**src/rtl/rs_output_corrector.sv**
```systemverilog
// RS(15,11) output stage: two-bank symbol store, 2-deep status queue, corrected symbols streamed out on valid/ready.
// First symbol registered one edge after the done strobe. All outputs registered. `RS_OUT_PARITY_EN also streams parity.
module rs_output_corrector #(
  parameter int N_SYM = 15,
  parameter int K_SYM = 11
) (
  input  logic       CLK,
  input  logic       RESET,
  input  logic [3:0] sym_in,
  input  logic       sym_in_valid,
  input  logic [3:0] finished_in,
  input  logic [3:0] err_loc0,
  input  logic [3:0] err_loc1,
  input  logic [3:0] err_val0,
  input  logic [3:0] err_val1,
  output logic [3:0] sym_out,
  output logic       sym_out_valid,
  input  logic       sym_out_ready,
  output logic       sym_out_last,
  output logic       cw_fail,
  output logic       proto_err
);

`ifdef RS_OUT_PARITY_EN
  localparam logic [3:0] LAST_IDX = 4'(N_SYM - 1);
`else
  localparam logic [3:0] LAST_IDX = 4'(K_SYM - 1);
`endif
  localparam logic [3:0] WR_LAST = 4'(N_SYM - 1);

  typedef struct packed {
    logic       fail;
    logic [1:0] cnt;
    logic [3:0] loc0;
    logic [3:0] val0;
    logic [3:0] loc1;
    logic [3:0] val1;
  } status_t;

  typedef enum logic {S_IDLE, S_EMIT} state_t;

  logic [3:0] bank_q [2][N_SYM];
  logic [3:0] wr_ptr_q, rd_ptr_q;
  logic       wr_bank_q, rd_bank_q;
  logic [1:0] full_q, full_d;
  status_t    sq_q [2];
  logic       sq_head_q;
  logic [1:0] sq_cnt_q;
  status_t    act_q;
  state_t     state_q;
  logic [3:0] sym_out_q;
  logic       sym_out_valid_q, sym_out_last_q, cw_fail_q, proto_err_q;

  status_t    strobe_st, head_st;
  logic       accept, at_last, release_w, pop, push, strobe_bad, wr_full_hit;
  logic       next_bank, push_slot;
  logic [3:0] nxt_ptr, load_sym, next_sym;

  // Buffer index i holds the coefficient of degree 14-i; fail suppresses all correction.
  function automatic logic [3:0] correct(input logic [3:0] s, input status_t st, input logic [3:0] idx);
    logic [3:0] deg;
    logic [3:0] r;
    deg = WR_LAST - idx;
    r   = s;
    if (!st.fail) begin
      if (st.cnt != 2'd0 && st.loc0 == deg) r = r ^ st.val0;
      if (st.cnt == 2'd2 && st.loc1 == deg) r = r ^ st.val1;
    end
    return r;
  endfunction

  assign strobe_st   = '{fail: finished_in[1], cnt: finished_in[3:2],
                         loc0: err_loc0, val0: err_val0, loc1: err_loc1, val1: err_val1};
  assign head_st     = sq_q[sq_head_q];
  assign accept      = sym_out_valid_q & sym_out_ready;
  assign at_last     = (rd_ptr_q == LAST_IDX);
  assign release_w   = (state_q == S_EMIT) & accept & at_last;
  assign pop         = (sq_cnt_q != 2'd0) & ((state_q == S_IDLE) | release_w);
  assign push        = finished_in[0] & full_q[rd_bank_q] & (sq_cnt_q != 2'd2);
  assign strobe_bad  = finished_in[0] & ~push;
  // Release of the bank being written in the same cycle is seen before the write.
  assign wr_full_hit = sym_in_valid & full_q[wr_bank_q] & ~(release_w & (rd_bank_q == wr_bank_q));
  assign push_slot   = sq_head_q ^ sq_cnt_q[0];
  assign next_bank   = release_w ? ~rd_bank_q : rd_bank_q;
  assign nxt_ptr     = at_last ? 4'd0 : rd_ptr_q + 4'd1;
  assign load_sym    = correct(bank_q[next_bank][0], head_st, 4'd0);
  assign next_sym    = correct(bank_q[rd_bank_q][nxt_ptr], act_q, nxt_ptr);

  always_comb begin
    full_d = full_q;
    if (release_w) full_d[rd_bank_q] = 1'b0;
    if (sym_in_valid && wr_ptr_q == WR_LAST) full_d[wr_bank_q] = 1'b1;
  end

  always_ff @(posedge CLK) begin
    if (sym_in_valid) bank_q[wr_bank_q][wr_ptr_q] <= sym_in;
    if (push) sq_q[push_slot] <= strobe_st;
  end

  always_ff @(posedge CLK or posedge RESET) begin
    if (RESET) begin
      wr_ptr_q        <= '0;
      rd_ptr_q        <= '0;
      wr_bank_q       <= 1'b0;
      rd_bank_q       <= 1'b0;
      full_q          <= '0;
      sq_head_q       <= 1'b0;
      sq_cnt_q        <= '0;
      act_q           <= '0;
      state_q         <= S_IDLE;
      sym_out_q       <= '0;
      sym_out_valid_q <= 1'b0;
      sym_out_last_q  <= 1'b0;
      cw_fail_q       <= 1'b0;
      proto_err_q     <= 1'b0;
    end else begin
      if (sym_in_valid) begin
        if (wr_ptr_q == WR_LAST) begin
          wr_ptr_q  <= '0;
          wr_bank_q <= ~wr_bank_q;
        end else begin
          wr_ptr_q <= wr_ptr_q + 4'd1;
        end
      end
      full_q <= full_d;
      if (wr_full_hit || strobe_bad) proto_err_q <= 1'b1;

      if (pop) sq_head_q <= ~sq_head_q;
      if (push && !pop)      sq_cnt_q <= sq_cnt_q + 2'd1;
      else if (pop && !push) sq_cnt_q <= sq_cnt_q - 2'd1;

      case (state_q)
        S_IDLE: begin
          if (pop) begin
            act_q           <= head_st;
            rd_ptr_q        <= '0;
            sym_out_q       <= load_sym;
            sym_out_valid_q <= 1'b1;
            sym_out_last_q  <= 1'b0;
            cw_fail_q       <= head_st.fail;
            state_q         <= S_EMIT;
          end
        end
        S_EMIT: begin
          if (accept) begin
            if (at_last) begin
              rd_bank_q <= ~rd_bank_q;
              if (pop) begin
                act_q          <= head_st;
                rd_ptr_q       <= '0;
                sym_out_q      <= load_sym;
                sym_out_last_q <= 1'b0;
                cw_fail_q      <= head_st.fail;
              end else begin
                rd_ptr_q        <= '0;
                sym_out_q       <= '0;
                sym_out_valid_q <= 1'b0;
                sym_out_last_q  <= 1'b0;
                cw_fail_q       <= 1'b0;
                state_q         <= S_IDLE;
              end
            end else begin
              rd_ptr_q       <= nxt_ptr;
              sym_out_q      <= next_sym;
              sym_out_last_q <= (nxt_ptr == LAST_IDX);
            end
          end
        end
        default: state_q <= S_IDLE;
      endcase
    end
  end

  assign sym_out       = sym_out_q;
  assign sym_out_valid = sym_out_valid_q;
  assign sym_out_last  = sym_out_last_q;
  assign cw_fail       = cw_fail_q;
  assign proto_err     = proto_err_q;

endmodule
```
**config.mk**
```make
export PLATFORM = sky130hd
export DESIGN_NAME = rs_output_corrector
export DESIGN_NICKNAME = d
export VERILOG_FILES = /design/src/rtl/rs_output_corrector.sv
export SDC_FILE = /design/constraint.sdc
export NUM_CORES = 1
export LEC_CHECK = 0
export ABC_AREA = 0
export BUFFER_PORTS_ARGS = -buffer_cell sky130_fd_sc_hd__buf_2
export CAP_MARGIN = 20
export CORE_MARGIN = 2
export CORE_UTILIZATION = 65
export CTS_BUF_LIST = sky130_fd_sc_hd__clkbuf_4
export DETAILED_ROUTE_END_ITERATION = 10
export HOLD_SLACK_MARGIN = 0.03
export PLACE_DENSITY_LB_ADDON = 0.2
export SETUP_SLACK_MARGIN = 0.1
export SLEW_MARGIN = 15
export SYNTH_ARGS = -nofsm -noshare
export SYNTH_HDL_FRONTEND = slang
export SYNTH_SLANG_ARGS = --single-unit
```
**constraint.sdc**
```tcl
create_clock -name CLK -period 5.7 [get_ports CLK]
set_input_delay 0 -clock CLK [delete_from_list [all_inputs] [get_ports CLK]]
set_output_delay 0 -clock CLK [all_outputs]
set_load 0.005 [all_outputs]
```
==> key figures <==
Run status
  – Status: finished, final reports clean

Layout
  – Area growth, synth to finish: 13.1%
  – Layout Nets: 828
  – Reg area: 5820 µm²
  – Non-filler cells, final: 1020
  – Share of cells above drive strength 1: 17.9%
  – Layout fillers: 865
  – Finished layout cell area: 10400 µm²
  – Area of the multi-input gates: 3120 µm²

Timing
  – Fin crit share: 65.4%
  – Final setup vio count: 0
  – Max-slew violations: 0
  – Setup TNS: 0 ns
  – Fin. Hold Viols: 0
  – Fin crit period: 3.73 ns
  – Max-slew headroom: 32.3%
  – Worst Skew: 0.0377 ns
  – RSZ-0062 raised after global routing: false
  – Worst Max-Slew Pin Slew: 1.01 ns
  – Peak Freq: 268 MHz

Clocking
  – Inserted Clock Buffers: 50
  – Clock Sinks: 201
  – Worst-path clk slew: 0.08 ns
  – CTS Buffer Depth: 3
  – Number of setup buffers added after CTS: 0
  – Clock Latency Late Sink: 0.65 ns
  – H-tree Lvls: 2
  – CTS root buffer: clkbuf_4
  – CTS tree: yes

Power
  – Logic pwr share: 34.7%
  – Pleak: 3.78 nW
  – Switching part of the total: 38.0%
  – Pwr/cell area: 491 nW/µm²
  – IR drop worst, VDD: 0.000278 V
  – Psw: 1.94 mW
  – Sequential power share: 40.9%
  – Clock power frac: 24.4%
  – Pint: 3.17 mW

Floorplan
  – Top-level I/O count: 36
  – Die height: 123 µm
  – Core Rows: 43
  – Initial core utilization: 66.5%
  – Area of the die: 15100 µm²
  – Die Span X: 123 µm
  – Core Region: 13800 µm²

Worst setup path
  – CP max stage delay: 0.91 ns
  – Crit. End Element: flop
  – Critical Path Slowest Stage Cell: dfrtp_1
  – Worst path cell trace: and3b_1 > nor2_1 > mux2_2 > a2111oi_0 > o211ai_1 > or4_1 > nand3_1
  – WP buf/inv: 0
  – CP top delay family: simple AND/OR/NAND/NOR gates
  – Data arrival time of the critical path: 4.32 ns
  – Worst Path Max Fanout: 27
  – Required @ worst endpoint: 6.29 ns
  – CP Class: reg2reg
  – Startpoint Class: flop

Placed design
  – Post-DP HPWL: 15800 µm
  – Buffers on Ports: 35
  – Placed Area: 9440 µm²
  – Cell count after placement: 898
  – Routability cong.: 0.909

Synth
  – Simple-gate share of the synthesized area: 12.8%
  – Largest family of logic cells by synthesized area: compound AO/OA/AOI/OAI gates
  – Post-synth ARST share: 21.4%
  – Complex-gate fraction of the synthesized area: 12.9%
  – Top-count cell post-synth: edfxtp_1
  – Warnings, synthesis: 0
  – Synth Instances: 719
  – Top cells by count, synth: 158 x edfxtp_1, 63 x o21ai_0, 51 x nor2_1
  – Synth Area in Adders: 0.136%
  – Top-area cell type share of the netlist area: 51.6%
  – Top FF cell, synth: edfxtp_1
  – EDFF count, synth: 158
  – Synth unique cells: 77
  – Seq/Total Area, Yosys: 63.3%
  – Register bit total from synthesis: 201
  – Synthesized area per cell: 12.8 µm²
  – Post-synthesis mux area share: 5.85%
  – Mapped Area: 9200 µm²
  – Leading area contributor after synthesis: edfxtp_1
  – Ranking of synthesized cells by area: edfxtp_1 52%, dfrtp_1 12%, mux2i_1 3.5%, o21ai_0 3.4%, nor2_1 2.1%
  – Xor/xnor share of the synthesized area: 2.18%
  – Syn_nets: 748

Min path
  – Worst hold path type: in2reg

Run
  – Max-cap violations: 0

Route
  – Post-DR vias/cell: 6.49
  – Residual DRC: 0
  – First-pass detailed-route iteration total: 5
  – DRT iter0 DRCs: 884
  – Routed wire length: 23500 µm
  – Vias: 6621
  – WL/cell: 23.1 µm
  – Post-route ant nets: 0

Global routing
  – Largest net degree at the start of global routing: 60
  – Vias in the first global route: 6571
  – Initial antenna violation count: 2
  – GR Overflow Total: 0
  – First-pass GRT wire length: 36500 µm
  – Global Route Usage Sum: 32.8%
power groups by stage:
stage / sequential [mW] / combinational, mW / clock, mW
after floorplan: 1.96 / 1.36 / 0
after global placement: 2.09 / 1.68 / 0
after detailed placement: 2.10 / 1.73 / 0
after CTS: 2.07 / 1.75 / 1.27
after global routing: 2.11 / 1.92 / 1.34
final: 2.09 / 1.77 / 1.25
state kept, by name (all words and copies together), names as in the netlist, 2 cells and up:
register	flops
act_q	19
wr_ptr_q	4
sq_q	38
bank_q	120
sym_out	4
sq_cnt_q	2
full_q	2
rd_ptr_q	4
worst paths after layout:
check / cells past startpoint / end / from / slack, ns
max: 7 / sym_out[2]$_DFFE_PP0P_ / rd_ptr_q[2]$_DFFE_PP0P_ / 1.97
min: 2 / sq_q[1][18]$_DFFE_PP_ / finished_in[1] / 0.08
max reg2reg: 7 / sym_out[2]$_DFFE_PP0P_ / rd_ptr_q[2]$_DFFE_PP0P_ / 1.97
min reg2reg: 2 / act_q[11]$_DFFE_PP0P_ / act_q[11]$_DFFE_PP0P_ / 0.49
max in group asynchronous: 5 / act_q[9]$_DFFE_PP0P_ / RESET / 4.66
min in group asynchronous: 5 / wr_ptr_q[0]$_DFFE_PP0P_ / RESET / 0.60
layer usage:
layer / vias up / global-route usage, % / wire length (µm)
met5: - / 0 / 0
met4: 0 / 12.7 / 596
met1: 3242 / 45.6 / 9570
met2: 373 / 50.7 / 11300
met3: 49 / 7.84 / 2050
li1: 2957 / - / -
final cells by class:
cell class | count | share of cell area [%]
diodes | 1 | 0.0240
clock buffers | 71 | 5.12
clock inverters | 21 | 1.31
inverters | 12 | 0.433
multi-input cells | 462 | 29.9
flip-flops and latches | 201 | 56.0
well taps | 180 | 2.16
repair buffers | 72 | 5.05
kinds of logic after synthesis:
| kind of cell | count (synthesis) |
|---|---|
| fa+ha+maj | 1 |
| simple gates | 217 |
| compound gates | 175 |
| buf+inv | 56 |
| flops | 201 |
| mux | 47 |
| xor+xnor | 22 |
placed cells by master, fill, tap and decap left out, types with 4 or more instances in the layout:
master	n
edfxtp_1	158
clkbuf_4	71
o21ai_0	63
nor2_1	51
nand2_1	42
dfrtp_1	42
buf_2	35
mux2i_1	32
dlygate4sd3_1	29
nand3_1	21
a21oi_1	21
clkinv_1	17
o211ai_1	14
nor3_1	14
nor3b_1	13
nand2b_1	11
xnor2_1	11
mux2_2	10
nand3b_1	10
xor2_1	10
inv_1	10
nor2b_1	10
a211oi_1	8
buf_4	8
or3b_2	6
a21o_1	6
and3_1	6
a32oi_1	5
or3_1	5
o2111ai_1	4
or4_1	4
mux4_2	4
nor4b_1	4
o21a_1	4
o21ai_1	4
clkinv_2	4
repair_timing:
item | in CTS | in global routing
hold endpoints to repair | 219 | 0
hold buffers | 29 | 0
resized for setup | 0 | 0
through the flow:
stage	utilization [%]	setup slack [ns]	hold slack [ns]	power [mW]
after global placement	68.3	2.15	0.154	3.76
after floorplan	-	2.89	0.0989	3.32
final	75.3	1.97	0.0782	5.10
after CTS	75.2	2.01	0.0322	5.09
after global routing	75.3	1.81	0.0510	5.37
after detailed placement	68.3	2.05	0.172	3.83
worst reg2reg max path, cell delays in order (launching register included):
cell and delay (ns):
dfrtp_1 0.91, and3b_1 0.39, nor2_1 0.78, mux2_2 0.41, a2111oi_0 0.46, o211ai_1 0.21, or4_1 0.42, nand3_1 0.09
Power figures use the tool's default switching activity.
